File: src/rtl/stmtlocal_seq_pkg.sv
// Shared types and defaults for the lane sequencer and its increment-twice datapath.
package stmtlocal_seq_pkg;
  localparam int LANE_W_DEF = 32;
  localparam int NLANES_DEF = 4;

  typedef logic [LANE_W_DEF-1:0] lane_t;

  typedef enum logic [1:0] {
    IDLE = 2'd0,
    RUN  = 2'd1,
    DONE = 2'd2
  } state_t;
endpackage

File: src/rtl/stmtlocal_lane_inc2.sv
// Combinational lane datapath: res = (lane + 1) + 1 through a statement-local temporary.
// With STMTLOCAL_LANE_OVF_EN defined it also reports whether either increment wrapped.
module stmtlocal_lane_inc2
  import stmtlocal_seq_pkg::*;
(
  input  lane_t lane,
  output lane_t res
`ifdef STMTLOCAL_LANE_OVF_EN
  ,
  output logic  carry
`endif
);

  always_comb begin
    lane_t tmp;
`ifdef STMTLOCAL_LANE_OVF_EN
    logic  c1;
    logic  c2;
    // c1 fires for lane all-ones, c2 for lane all-ones minus one
    {c1, tmp} = {1'b0, lane} + {{LANE_W_DEF{1'b0}}, 1'b1};
    {c2, res} = {1'b0, tmp}  + {{LANE_W_DEF{1'b0}}, 1'b1};
    carry     = c1 | c2;
`else
    tmp = lane + lane_t'(1);
    res = tmp + lane_t'(1);
`endif
  end

endmodule

File: src/rtl/stmtlocal_lane_sequencer.sv
// Serialises a word of NLANES lanes through one shared increment-twice datapath and reassembles it.
// Optional per-lane wrap flags on ovf when STMTLOCAL_LANE_OVF_EN is defined.
module stmtlocal_lane_sequencer
  import stmtlocal_seq_pkg::*;
#(
  parameter int LANE_W = LANE_W_DEF,
  parameter int NLANES = NLANES_DEF
) (
  input  logic                     clk,
  input  logic                     rst,
  input  logic                     in_valid,
  output logic                     in_ready,
  input  logic [LANE_W*NLANES-1:0] in,
  output logic                     out_valid,
  input  logic                     out_ready,
  output logic [LANE_W*NLANES-1:0] out,
  output logic                     busy
`ifdef STMTLOCAL_LANE_OVF_EN
  ,
  output logic [NLANES-1:0]        ovf
`endif
);

  localparam int IDX_W = (NLANES > 1) ? $clog2(NLANES) : 1;

  state_t                     state;
  logic [IDX_W-1:0]           idx;
  logic [LANE_W*NLANES-1:0]   word_q;
  lane_t                      lane_cur;
  lane_t                      lane_res;
`ifdef STMTLOCAL_LANE_OVF_EN
  logic                       lane_carry;
`endif

  assign lane_cur = word_q[idx*LANE_W +: LANE_W];

  stmtlocal_lane_inc2 u_inc2 (
    .lane  (lane_cur),
    .res   (lane_res)
`ifdef STMTLOCAL_LANE_OVF_EN
    ,
    .carry (lane_carry)
`endif
  );

  // in_ready/busy/out_valid are registered copies of the state decode
  always_ff @(posedge clk or posedge rst) begin
    if (rst) begin
      state     <= IDLE;
      idx       <= '0;
      word_q    <= '0;
      out       <= '0;
      out_valid <= 1'b0;
      busy      <= 1'b0;
      in_ready  <= 1'b1;
`ifdef STMTLOCAL_LANE_OVF_EN
      ovf       <= '0;
`endif
    end else begin
      case (state)
        IDLE: begin
          if (in_valid && in_ready) begin
            word_q   <= in;
            idx      <= '0;
            state    <= RUN;
            in_ready <= 1'b0;
            busy     <= 1'b1;
          end
        end
        RUN: begin
          out[idx*LANE_W +: LANE_W] <= lane_res;
`ifdef STMTLOCAL_LANE_OVF_EN
          ovf[idx]                  <= lane_carry;
`endif
          idx <= idx + IDX_W'(1);
          if (idx == IDX_W'(NLANES-1)) begin
            state     <= DONE;
            out_valid <= 1'b1;
          end
        end
        DONE: begin
          // Input stays closed on the completing edge; the next word lands one cycle later.
          if (out_ready) begin
            state     <= IDLE;
            out_valid <= 1'b0;
            busy      <= 1'b0;
            in_ready  <= 1'b1;
          end
        end
        default: begin
          state     <= IDLE;
          out_valid <= 1'b0;
          busy      <= 1'b0;
          in_ready  <= 1'b1;
        end
      endcase
    end
  end

endmodule

File: config.mk
export PLATFORM = sky130hd
export DESIGN_NAME = stmtlocal_lane_sequencer
export DESIGN_NICKNAME = d
export VERILOG_FILES = /design/src/rtl/stmtlocal_seq_pkg.sv /design/src/rtl/stmtlocal_lane_inc2.sv /design/src/rtl/stmtlocal_lane_sequencer.sv
export SDC_FILE = /design/constraint.sdc
export NUM_CORES = 1
export LEC_CHECK = 0
export CAP_MARGIN = 5
export CELL_PAD_IN_SITES_DETAIL_PLACEMENT = 0
export CELL_PAD_IN_SITES_GLOBAL_PLACEMENT = 1
export CORE_MARGIN = 2
export CORE_UTILIZATION = 39
export DETAILED_ROUTE_END_ITERATION = 16
export PLACE_DENSITY_LB_ADDON = 0.2
export SLEW_MARGIN = 10
export SYNTH_ARGS = -nofsm -noshare
export SYNTH_HDL_FRONTEND = slang
export SYNTH_SLANG_ARGS = --single-unit
File: constraint.sdc
create_clock -name clk -period 12.56 [get_ports clk]
set_input_delay 1.256 -clock clk [delete_from_list [all_inputs] [get_ports clk]]
set_output_delay 1.256 -clock clk [all_outputs]
set_load 0.02 [all_outputs]
==> impl_metrics.ini, run 1 <==
[sta]
fin_setup_tns_ns = 0
rsz0062_at_grt = false
slew_violations = 0
hold_viol_final = 0
fmax_mhz = 257
relSlewSlack_pct = 23.0
fin_ws_ns = 8.67
setup_viol = 0
finalClockSkew_ns = 0.0169
period_minus_slack_ns = 3.89
max_slew.worst_pin.slew_ns = 1.15
hold_slack_ns = 0.477
fin_crit_sh_pct = 31.0

[global_route]
grt_max_degree = 103
grtUsageTotal_pct = 21.6
antenna_found_initial = 0
overflow = 0
grt_pass1_vias = 9036
grt_pass1_wl_mm = 53.1

[critical_path]
critical-path-slowest-cell = buf_4
worstPathCellList = clkdlybuf4s50_1, inv_8, buf_4, buf_4
worstPathMaxFanout = 102
criticalPathCategory = primary input to async pin
endpoint_kind = async pin
critPathMaxStageDelay_ns = 1.00
required_ns = 12.97
cp_common_cell = buf_4
start_kind = primary input
worstPathArrival_ns = 4.30
reg2reg_depth = 6

[hold_path]
worstHoldPathCells = 2
min_path_type = register to register

[logic_synthesis]
synth_cell_types = 50
yosys_most_used_dff = dfrtp_1
synthArstFlopShare_pct = 100
syn_avg_cell_area_sq_um = 12.1
ys_ff_latch = 263
synth_area_leaders = dfrtp_1, mux2_2, mux4_2, a221o_1, nand2_1
netlist_instances = 991
yosys_warnings = 0
syn_nets = 1130
synth_edf_count = 0
yosysTopAreaCell = dfrtp_1
netlist.area_leader.share_pct = 54.7
syn_area_sq_mm = 0.0120
yosysSeqAreaShare_pct = 54.9

[clock_network]
clock_path_buffers = 3
insertion_delay_ns = 0.55
cts_buffers = 29
cts_sinks = 263
cts_setup_buffers = 0
cts.clk_slew.worst_paths_ns = 0.06
htree_levels = 1
ctsHoldBuffers = 0
cts_resized = 0
cts_root_buffer = clkbuf_16
tritoncts = done

[run]
maxCapViolCount = 0

[status]
status = complete, no violations

[power_and_ir_drop]
p_leak_nw = 6.66
comb_power_share_pct = 41.4
pwr-share-seq_pct = 37.6
p_int_w = 0.00231
clockPowerShare_pct = 21.0
peakVddDrop_mv = 0.110
powerDensity_mw_per_mm2 = 234
swShare_pct = 37.6
p_switching_w = 0.00139

[detailed_routing]
final_antenna_net_count = 0
drt-wirelength-per-cell_um = 21.0
dr.pass1.iters = 5
wl_mm = 34.6
dr_total_vias = 8922
drc_errors = 0
initialDrtViolationCount = 718
via_per_inst = 5.42

[die]
start_util_pct = 39.4
ios = 263
die_area_sq_mm = 0.0322
fp.dieW_um = 179
core-area_sq_mm = 0.0304
die_height_um = 179
rows = 64

[layout]
drive_gt1_share_pct = 19.7
final_net_count = 1368
final_cell_mix = clkdlybuf4s50_1, dfrtp_1, mux2_2
synthToLayoutAreaGrowth_pct = 32.2
final_common_cell = clkdlybuf4s50_1
antennaDiodeCount = 0
fin_area_sq_mm = 0.0159
final_cells = 1646
n_fill_cell = 2705

[placed_design]
placed_cell_area_sq_mm = 0.0150
numPlacedInstances = 1594
dpl.hpwl_mm = 23.3
io_buffers = 262
dp_slack_ns = 7.95
routabilityCongestion = 0.765
==> power by group through the flow <==
stage	registers, W	clock network (W)	logic, W
finish	0.00139	0.000779	0.00153
detailed placement	0.00141	0	0.00153
global placement	0.00140	0	0.00151
global route	0.00144	0.000832	0.00165
CTS	0.00140	0.000799	0.00154
floorplan	0.00147	0	0.000848
==> cells in the mapped netlist, types with 2 or more instances <==
| cell type | instances |
|---|---|
| ha_1 | 7 |
| a2bb2oi_1 | 8 |
| nor2b_1 | 2 |
| nor3_1 | 6 |
| a21oi_1 | 33 |
| buf_6 | 2 |
| nor4b_1 | 4 |
| nor3_2 | 2 |
| inv_1 | 10 |
| xnor2_1 | 13 |
| o21ai_0 | 63 |
| nand3b_1 | 4 |
| nor2_1 | 64 |
| nand2b_1 | 2 |
| and3_1 | 2 |
| and2_1 | 13 |
| a221o_1 | 46 |
| nand4_2 | 5 |
| nand4_1 | 13 |
| buf_4 | 2 |
| buf_2 | 13 |
| nor4_2 | 2 |
| a211oi_1 | 10 |
| a211o_1 | 4 |
| nand3_1 | 16 |
| clkbuf_1 | 53 |
| nand2_1 | 116 |
| mux4_2 | 32 |
| o211ai_1 | 2 |
| a21o_1 | 8 |
| nor4_1 | 17 |
| a22o_1 | 8 |
| or4b_2 | 3 |
| dfrtp_1 | 262 |
| o22ai_1 | 2 |
| mux2_2 | 128 |
==> critical path: cells and delay by family <==
kind                   cells  cell delay [ns]
buffers and inverters      4             2.87
==> cell families after synthesis <==
| logic type | synth area share, % |
|---|---|
| AO/OA/AOI/OAI | 10.9 |
| XOR/XNOR | 1.02 |
| adder cells (fa/ha/maj) | 0.730 |
| buffers and inverters | 2.86 |
| flip-flops | 54.9 |
| multiplexers | 18.0 |
| AND/OR/NAND/NOR | 11.6 |
==> metrics by stage <==
stage	utilization, %	power [W]
floorplan	-	0.00232
global placement	49.3	0.00291
detailed placement	49.3	0.00294
CTS	52.1	0.00373
global route	52.1	0.00391
finish	52.1	0.00371
==> cell type report <==
| type | instances | area, sq um | share of cell area, % |
|---|---|---|---|
| flip-flops and latches | 263 | 6590 | 41.5 |
| multi-input cells | 647 | 5120 | 32.3 |
| repair buffers | 277 | 2740 | 17.3 |
| clock buffers | 40 | 797 | 5.03 |
| well taps | 396 | 495 | 3.13 |
| clock inverters | 12 | 66.3 | 0.418 |
| inverters | 11 | 48.8 | 0.308 |
==> worst paths after layout <==
| check | slack (ns) | to | startpoint |
|---|---|---|---|
| worst max register to register | 9.12 | out[57] | idx[1] |
| min in group asynchronous | 1.23 | out[101] | rst |
| max in group clk | 9.12 | out[57] | idx[1] |
| worst min register to register | 0.48 | out[76] | out[76] |
| worst max-delay path | 8.67 | idx[0] | rst |
| worst min-delay path | 0.48 | out[76] | out[76] |
==> registers in the layout, summed over array words and instances, names as in the netlist <==
register   count
idx            2
busy           1
out          128
out_valid      1
word_q       128
state          2
in_ready       1
==> layer usage <==
metal  GRT usage (%)  vias up  routed length (um)
li1                -     4132                   -
met1            32.0     4463               16300
met2            33.1      278               15500
met3            3.92       49                2030
met4            5.17        0                 734
met5               0        -                   0
No activity file was read; power rests on OpenSTA's default activity.
==> run 2, diff against run 1 <==
- CORE_UTILIZATION: 39 -> 36
- clock period: 12.56 -> 3.3 ns (I/O delays scaled with it)
==> run 2 against run 1 <==
Against the previous run:
- worst setup slack got worse by 8.2 ns
- routed wire length up 4.1%
- power rose to 3.9 times the previous value
- register-to-register slack lost 8.7 ns
==> impl_metrics.ini, run 2 (synthesis results as in run 1) <==
[layout]
drive_gt1_share_pct = 21.2
fin_area_sq_mm = 0.0163
antennaDiodeCount = 0
final_common_cell = clkdlybuf4s50_1
final_cells = 1713
final_net_count = 1389
reg_top3 = out: 128 flops, word_q: 128 flops
synthToLayoutAreaGrowth_pct = 35.5
final_cell_mix = clkdlybuf4s50_1, dfrtp_1, mux2_2

[placed_design]
placed_cell_area_sq_mm = 0.0153
routabilityCongestion = 0.814
dpl.hpwl_mm = 25.5
numPlacedInstances = 1661
io_buffers = 262

[sta]
max_slew.worst_pin.slew_ns = 0.972
fin_setup_tns_ns = 0
hold_slack_ns = 0.262
fin_crit_sh_pct = 87.0
period_minus_slack_ns = 2.87
setup_viol = 0
relSlewSlack_pct = 35.2
rsz0062_at_grt = false
finalClockSkew_ns = 0.0246
slew_violations = 0
hold_viol_final = 0
fmax_mhz = 348

[critical_path]
r2r_end = out[25]
required_ns = 3.72
reg2reg_depth = 6
start_kind = register
criticalPathCategory = register to register
ff2ff_setup_slack_ns = 0.43
endpoint_kind = register
r2r-start = idx[0]
worstPathMaxFanout = 12
worstPathArrival_ns = 3.29

[die]
die_area_sq_mm = 0.0348
rows = 66
core-area_sq_mm = 0.0327
fp.dieW_um = 187
start_util_pct = 36.7
die_height_um = 187
ios = 263

[clock_network]
clock_path_buffers = 3
cts_sinks = 263
cts_setup_buffers = 0
cts_buffers = 29
cts_resized = 0
cts.clk_slew.worst_paths_ns = 0.06
ctsHoldBuffers = 0
tritoncts = done
htree_levels = 1
cts_root_buffer = clkbuf_16
insertion_delay_ns = 0.55

[detailed_routing]
final_antenna_net_count = 0
drt-wirelength-per-cell_um = 21.0
via_per_inst = 5.27
dr.pass1.iters = 5
dr_total_vias = 9031
initialDrtViolationCount = 566
drc_errors = 0
wl_mm = 36.0

[run]
maxCapViolCount = 0

[global_route]
antenna_found_initial = 0
grt_max_degree = 75
overflow = 0
grt_pass1_vias = 9077
grtUsageTotal_pct = 20.4
grt_pass1_wl_mm = 55.4

[power_and_ir_drop]
p_leak_nw = 6.84
powerDensity_mw_per_mm2 = 897
peakVddDrop_mv = 0.448

[status]
status = complete, no violations

[hold_path]
min_path_type = primary input to async pin
==> run 2: cell count changes in the layout (fill, tap and decap cells not counted), moves of 2 or more <==
cell	delta
buf_12	+6
buf_4	+15
bufinv_16	+2
clkbuf_1	-3
clkbuf_8	+9
clkinv_2	-6
==> run 2: layout make-up <==
cell class                 count  area, sq um
inverter                      11         45.0
sequential                   263         6590
clock buffer                  46          910
clock inverter                 6         80.1
fill                        2953        16400
tap                          442          553
timing repair buffer         298         2970
multi-input combinational    647         5110
==> run 2: power breakdown <==
part | switching, W | internal [W] | leakage, nW
registers | 0.000825 | 0.00448 | 3.42
logic | 0.00324 | 0.00272 | 2.93
clock network | 0.00129 | 0.00203 | 0.493
==> run 2: per-layer routing <==
metal	track usage (%)	routed length [um]	vias up
li1	-	-	4154
met1	30.2	17000	4541
met2	31.8	16300	290
met3	2.97	2020	46
met4	4.82	761	0
met5	0	0	-
==> run 2: stage by stage <==
stage / util [%] / setup WS, ns / total power, W
after floorplan: - / -0.499 / 0.00882
after global placement: 46.7 / 0.454 / 0.0112
after detailed placement: 46.7 / 0.400 / 0.0113
after CTS: 49.7 / 0.425 / 0.0147
after global routing: 49.7 / 0.261 / 0.0154
final: 49.7 / 0.428 / 0.0146
==> run 2: worst max-delay path by stage <==
stage / startpoint / cells after the start / endpoint
6_report: idx[0] / 6 / out[25]
5_1_grt: idx[0] / 5 / out[59]
4_1_cts: idx[0] / 6 / out[25]
3_5_place_dp: idx[0] / 5 / out[54]
3_3_place_gp: idx[0] / 6 / out[57]
2_1_floorplan: rst / 1 / busy
==> run 2: critical path, stage by stage (launching register included) <==
cell and delay (ns):
dfrtp_2 0.50, mux4_2 0.48, ha_1 0.23, nand4_1 0.28, or4_4 0.61, or2_1 0.32
a221o_1 0.34
==> edit 1 (config.mk and constraints of run 2) <==
The option `STMTLOCAL_LANE_OVF_EN` is turned on by a define.
--- a/src/rtl/stmtlocal_lane_inc2.sv
+++ b/src/rtl/stmtlocal_lane_inc2.sv
@@ -1,4 +1,6 @@
 // Combinational lane datapath: res = (lane + 1) + 1 through a statement-local temporary.
 // With STMTLOCAL_LANE_OVF_EN defined it also reports whether either increment wrapped.
+`define STMTLOCAL_LANE_OVF_EN
+
 module stmtlocal_lane_inc2
   import stmtlocal_seq_pkg::*;
Behaviour (old outputs only; new: ovf): no difference found for any inputs over 4 cycles, from zero or initial values and one cycle with rst high; that may be too few to reach the edited logic, so the function may still have changed.
==> edit 1 against run 2 <==
The run now ends with setup timing left. Sequential share of layout area fell by 4.0 points. Routed wire length fell by 1.9%. Setup slack got worse by 710 ps. Die area rose by 2.9%. Sequential cell count rose by 4. Area after synthesis rose by 2.9%. Total power rose by 24%. Combinational power rose by 63%. Final area rose by 13%.
==> edit 1: results (changes against run 2) <==
Parameter                              Value

Placement
  Area after detailed placement    16700 sq um (+9.3%)
  Minimum setup slack after placement    -429 ps (-829 ps)
  Gpl congestion    0.800 (-1.7%)
  Hpwl dp    26200 um (+2.8%)
  Count of placed standard cells including taps    1775 (+6.9%)

STA
  Count of final setup violators    69 (+69)
  Max transition margin    29.4% (-5.8 points)
  Least setup slack across all paths after layout    -278 ps (-706 ps)
  Skew final    16.0 ps (-8.53 ps)

Power and ir drop
  Switching share of total power    37.9% (+1.1 points)
  Power of the sequential group    5.34 mW (+0.8%)
  Peak VDD IR    462 uV (+3.2%)
  Lkg Pwr    7.78 nW (+14%)
  Power in the clock group    3.03 mW (-8.7%)

GRT
  Met2 GRT Util    29.7% (-2.1 points)
  Antenna violations before repair    3 (+3)
  GR Layer Usage met3    3.67% (+0.70 points)
  Wire length of the first global-routing pass    55700 um (+0.45%)
  GR met1 Demand/Resource    29.5% (-0.75 points)
  Largest net degree at the start of global routing    95 (+27%)

Synthesis
  Share of synthesized area occupied by flip-flops and latches    54.1% (-0.75 points)
  Distinct cell type count of the synthesized netlist    68 (+36%)
  Top cells by count, synth    sky130_fd_sc_hd__dfrtp_1 (266), sky130_fd_sc_hd__mux2_2 (129), sky130_fd_sc_hd__nand2_1 (86)

Critical path
  Maximum fanout count along the critical path    7 (-5)
  Worst reg2reg path endpoint    out[94]
  Cell type group with the largest total delay on the critical path    compound AO/OA/AOI/OAI gates

Status
  Outcome    finished, violations left
  Failing checks    setup timing

Route
  Uppermost layer routed    met5
  Detailed route wirelength on metal2    15500 um (-4.6%)
  Routed wl met3    2150 um (+6.4%)
  Met1 Wirelength    17000 um (+0.50%)
  1st-iter DRT viols    529 (-6.5%)
  Routed wire per std cell    19.1 um (-9.3%)

Finish
  Proportion of layout cells with a drive suffix above 1    34.2% (+13 points)
  Registers with the most flip-flops    out (128), word_q (128), ovf (4)
  Fillers    2847 (-3.6%)
  Number of nets in the layout    1527 (+9.9%)

Clock network
  Post-CTS setup buffers    9 (+9)
==> edit 1: changes by cell type after synthesis, moves of 9 or more <==
cell | run 2 | this run
sky130_fd_sc_hd__a22o_1 | 8 | 77
sky130_fd_sc_hd__a221o_1 | 46 | 6
sky130_fd_sc_hd__nor2_1 | 64 | 30
sky130_fd_sc_hd__nand2_1 | 116 | 86
sky130_fd_sc_hd__a21oi_1 | 33 | 13
sky130_fd_sc_hd__xnor2_1 | 13 | 30
sky130_fd_sc_hd__xor2_1 | 1 | 18
sky130_fd_sc_hd__clkbuf_1 | 53 | 41
sky130_fd_sc_hd__mux2i_1 | 0 | 10
sky130_fd_sc_hd__a211oi_1 | 10 | 1
sky130_fd_sc_hd__and2_1 | 13 | 4
sky130_fd_sc_hd__nor4_1 | 17 | 8
sky130_fd_sc_hd__o21ai_0 | 63 | 54
==> edit 1: logic make-up (layout without fill, tap and decap cells) <==
logic type / after synthesis / in the layout / synth area share (%)
flops: 267 / 267 / 54.1
simple gates: 216 / 216 / 9.19
compound gates: 188 / 188 / 11.3
mux: 169 / 169 / 18.1
buf+inv: 66 / 505 / 2.66
xor+xnor: 49 / 49 / 3.54
fa+ha+maj: 11 / 11 / 1.11
==> edit 1: area by class of cell <==
type	instances	share of cell area [%]
Sequential cell	267	36.5
Inverter	10	0.246
Clock inverter	11	0.335
Timing Repair Buffer	443	22.7
Tap cell	448	3.06
Clock buffer	41	4.54
Multi-Input combinational cell	633	32.6
==> edit 1: metrics by stage <==
stage | total power [mW] | hold slack, ps
floorplan | 10.1 | 475
global placement | 14.1 | 462
detailed placement | 14.2 | 471
CTS | 17.6 | 65.6
global route | 19.2 | 86.0
finish | 18.1 | 76.6
==> edit 2 (flow settings as in run 2) <==
Made on the original files. Make the reset (`rst`) synchronous in one clocked block.
--- a/src/rtl/stmtlocal_lane_sequencer.sv
+++ b/src/rtl/stmtlocal_lane_sequencer.sv
@@ -45,5 +45,5 @@
 
   // in_ready/busy/out_valid are registered copies of the state decode
-  always_ff @(posedge clk or posedge rst) begin
+  always_ff @(posedge clk) begin
     if (rst) begin
       state     <= IDLE;
Check against the original RTL: differs if rst is asserted again (counterexample within 4 cycles, from zero or initial values and one cycle with rst high); with rst held inactive, the same outputs for 4 cycles.
==> edit 2 against run 2 <==
Critical path depth rose by 4. Die area fell by 15%. Routed wire length fell by 16%. Utilization rose by 1.2 points. Sequential cell count did not move. Final area fell by 13%. Final cell count rose by 5.2%. Via count fell by 2.4%. Setup slack improved by 190 ps. Sequential share of layout area fell by 3.4 points. Area after synthesis fell by 15%. Critical path type unchanged. Largest cell class unchanged.
Power is not compared: it rests on default switching activity, and its combinational part moved more than twofold at a synthesized area within 25%.
==> edit 2: results (changes against run 2) <==
Parameter                              Value

Clock network
  Clock net sink count    263 (unchanged)
  Post-CTS setup buffers    0 (unchanged)
  Number of instances resized during post-cts repair    0 (unchanged)
  Total clock buffers created by CTS    28 (-3.4%)

Synthesis
  Top cells by count, synth    sky130_fd_sc_hd__nand2_1 (369), sky130_fd_sc_hd__dfxtp_1 (263), sky130_fd_sc_hd__a21oi_1 (139)
  Synthesized-area fraction occupied by adder cells    0.860% (+0.13 points)
  Compound-Gate Fraction of Synth Area    14.2% (+3.4 points)
  Proportion of register bits with asynchronous set or reset after synthesis    0% (-100 points)
  Share of synthesized area occupied by flip-flops and latches    51.7% (-3.2 points)
  Multiplexer share of the synthesized area    7.38% (-11 points)
  Total nets after synthesis    1304 (+15%)
  Distinct cell type count of the synthesized netlist    44 (-12%)
  Largest cells by area after synthesis    sky130_fd_sc_hd__dfxtp_1 (52%), sky130_fd_sc_hd__nand2_1 (14%), sky130_fd_sc_hd__a21oi_1 (6.8%)
  XOR/XNOR share of the synthesized area    2.49% (+1.5 points)

Finish
  Multi-input logic cell count    818 (+26%)
  Proportion of layout cells with a drive suffix above 1    8.57% (-13 points)
  Buffering overhead    20.2% (+1.9 points)
  Count of clock-net buffers in the final layout    39 (-15%)
  Number of nets in the layout    1543 (+11%)
  Seq. cell area    5270 sq um (-20%)
  Non-clock inverters    8 (-3)
  Multi-input logic portion of the cell area    32.3% (+0.82 points)
  Non-Clock Buffer Count    285 (-4.4%)
  Registers with the most flip-flops    out (128), word_q (128)
  Count of antenna diodes in the layout    1 (+1)
  Fillers    2646 (-10%)
  Final clock-cell share    6.86% (+0.77 points)

Placement
  Hpwl dp    21600 um (-15%)
  Gpl congestion    0.776 (-4.7%)

Critical path
  Worst reg2reg path endpoint    out[117]
  Source of the worst register-to-register timing path    idx[1]
  Data arrival at the endpoint of the critical path    3090 ps (-200 ps)
  Maximum fanout count along the critical path    12 (unchanged)
  Worst R2R Path Depth    10 (+4)
  Worst reg-to-reg setup slack    620 ps (+190 ps)

STA
  Skew final    13.2 ps (-11.3 ps)
  Transition time of the tightest slew-check pin    684 ps (-288 ps)
  Hold Slack    260 ps (-1.35 ps)

Worst hold path
  Classification of the worst-slack hold path    in2reg
  Worst Hold End    out[72]

Route
  Detailed-route vias per instance    4.89 (-7.2%)
  Post-route ant nets    0 (unchanged)
  Final WL    30200 um (-16%)
  1st-iter DRT viols    500 (-12%)

GRT
  Largest net degree at the start of global routing    95 (+27%)
  Antenna violations before repair    6 (+6)
  Tot GR Track Use    20.0% (-0.43 points)
  Via count of the first global-routing pass    8403 (-7.4%)
  Wire length of the first global-routing pass    46300 um (-17%)

Status
  Outcome    finished, final reports clean
-- edit 2: cell types whose count changed in the layout (fill, tap and decap cells not counted), sizes merged, moves of 31 or more --
| cell | change |
|---|---|
| a22oi | +36 |
| dfrtp | -262 |
| nand2 | +253 |
| o21ai | +31 |
| dfxtp | +263 |
| a221o | -46 |
| a21oi | +106 |
| mux2 | -126 |
-- edit 2: through the flow --
| stage | area (sq um) | cells | worst slack, ps |
|---|---|---|---|
| 3_3_place_gp | 13200 | 1752 | 671 |
| 5_1_grt | 14200 | 1802 | 417 |
| 2_1_floorplan | 10200 | 1165 | 472 |
| 6_report | 14200 | 1802 | 617 |
| 4_1_cts | 14200 | 1801 | 613 |
| 3_5_place_dp | 13200 | 1752 | 635 |
-- edit 2: power by group --
part / internal (mW) / switching [mW]
Clock: 2.04 / 1.25
Sequential: 3.29 / 0.0640
Combinational: 0.361 / 0.450
-- edit 2: critical path, cell delays in order, from the launching register on --
cell and delay (ps):
sky130_fd_sc_hd__dfxtp_2 340, sky130_fd_sc_hd__buf_4 210, sky130_fd_sc_hd__mux4_2 260, sky130_fd_sc_hd__ha_1 210, sky130_fd_sc_hd__nand2_1 60, sky130_fd_sc_hd__o22ai_1 250, sky130_fd_sc_hd__nand4_1 140, sky130_fd_sc_hd__buf_4 220
sky130_fd_sc_hd__nor4_1 350, sky130_fd_sc_hd__xor2_1 380, sky130_fd_sc_hd__o21ai_1 130
-- edit 2: metal layers --
metal  routed length (um)  up-vias  global-route usage (%)
met2                13100      240                    30.9
li1                     -     4420                       -
met1                14500     4104                    28.5
met3                 2020       41                    4.26
met5                   61        -                       0
met4                  557        8                    4.86
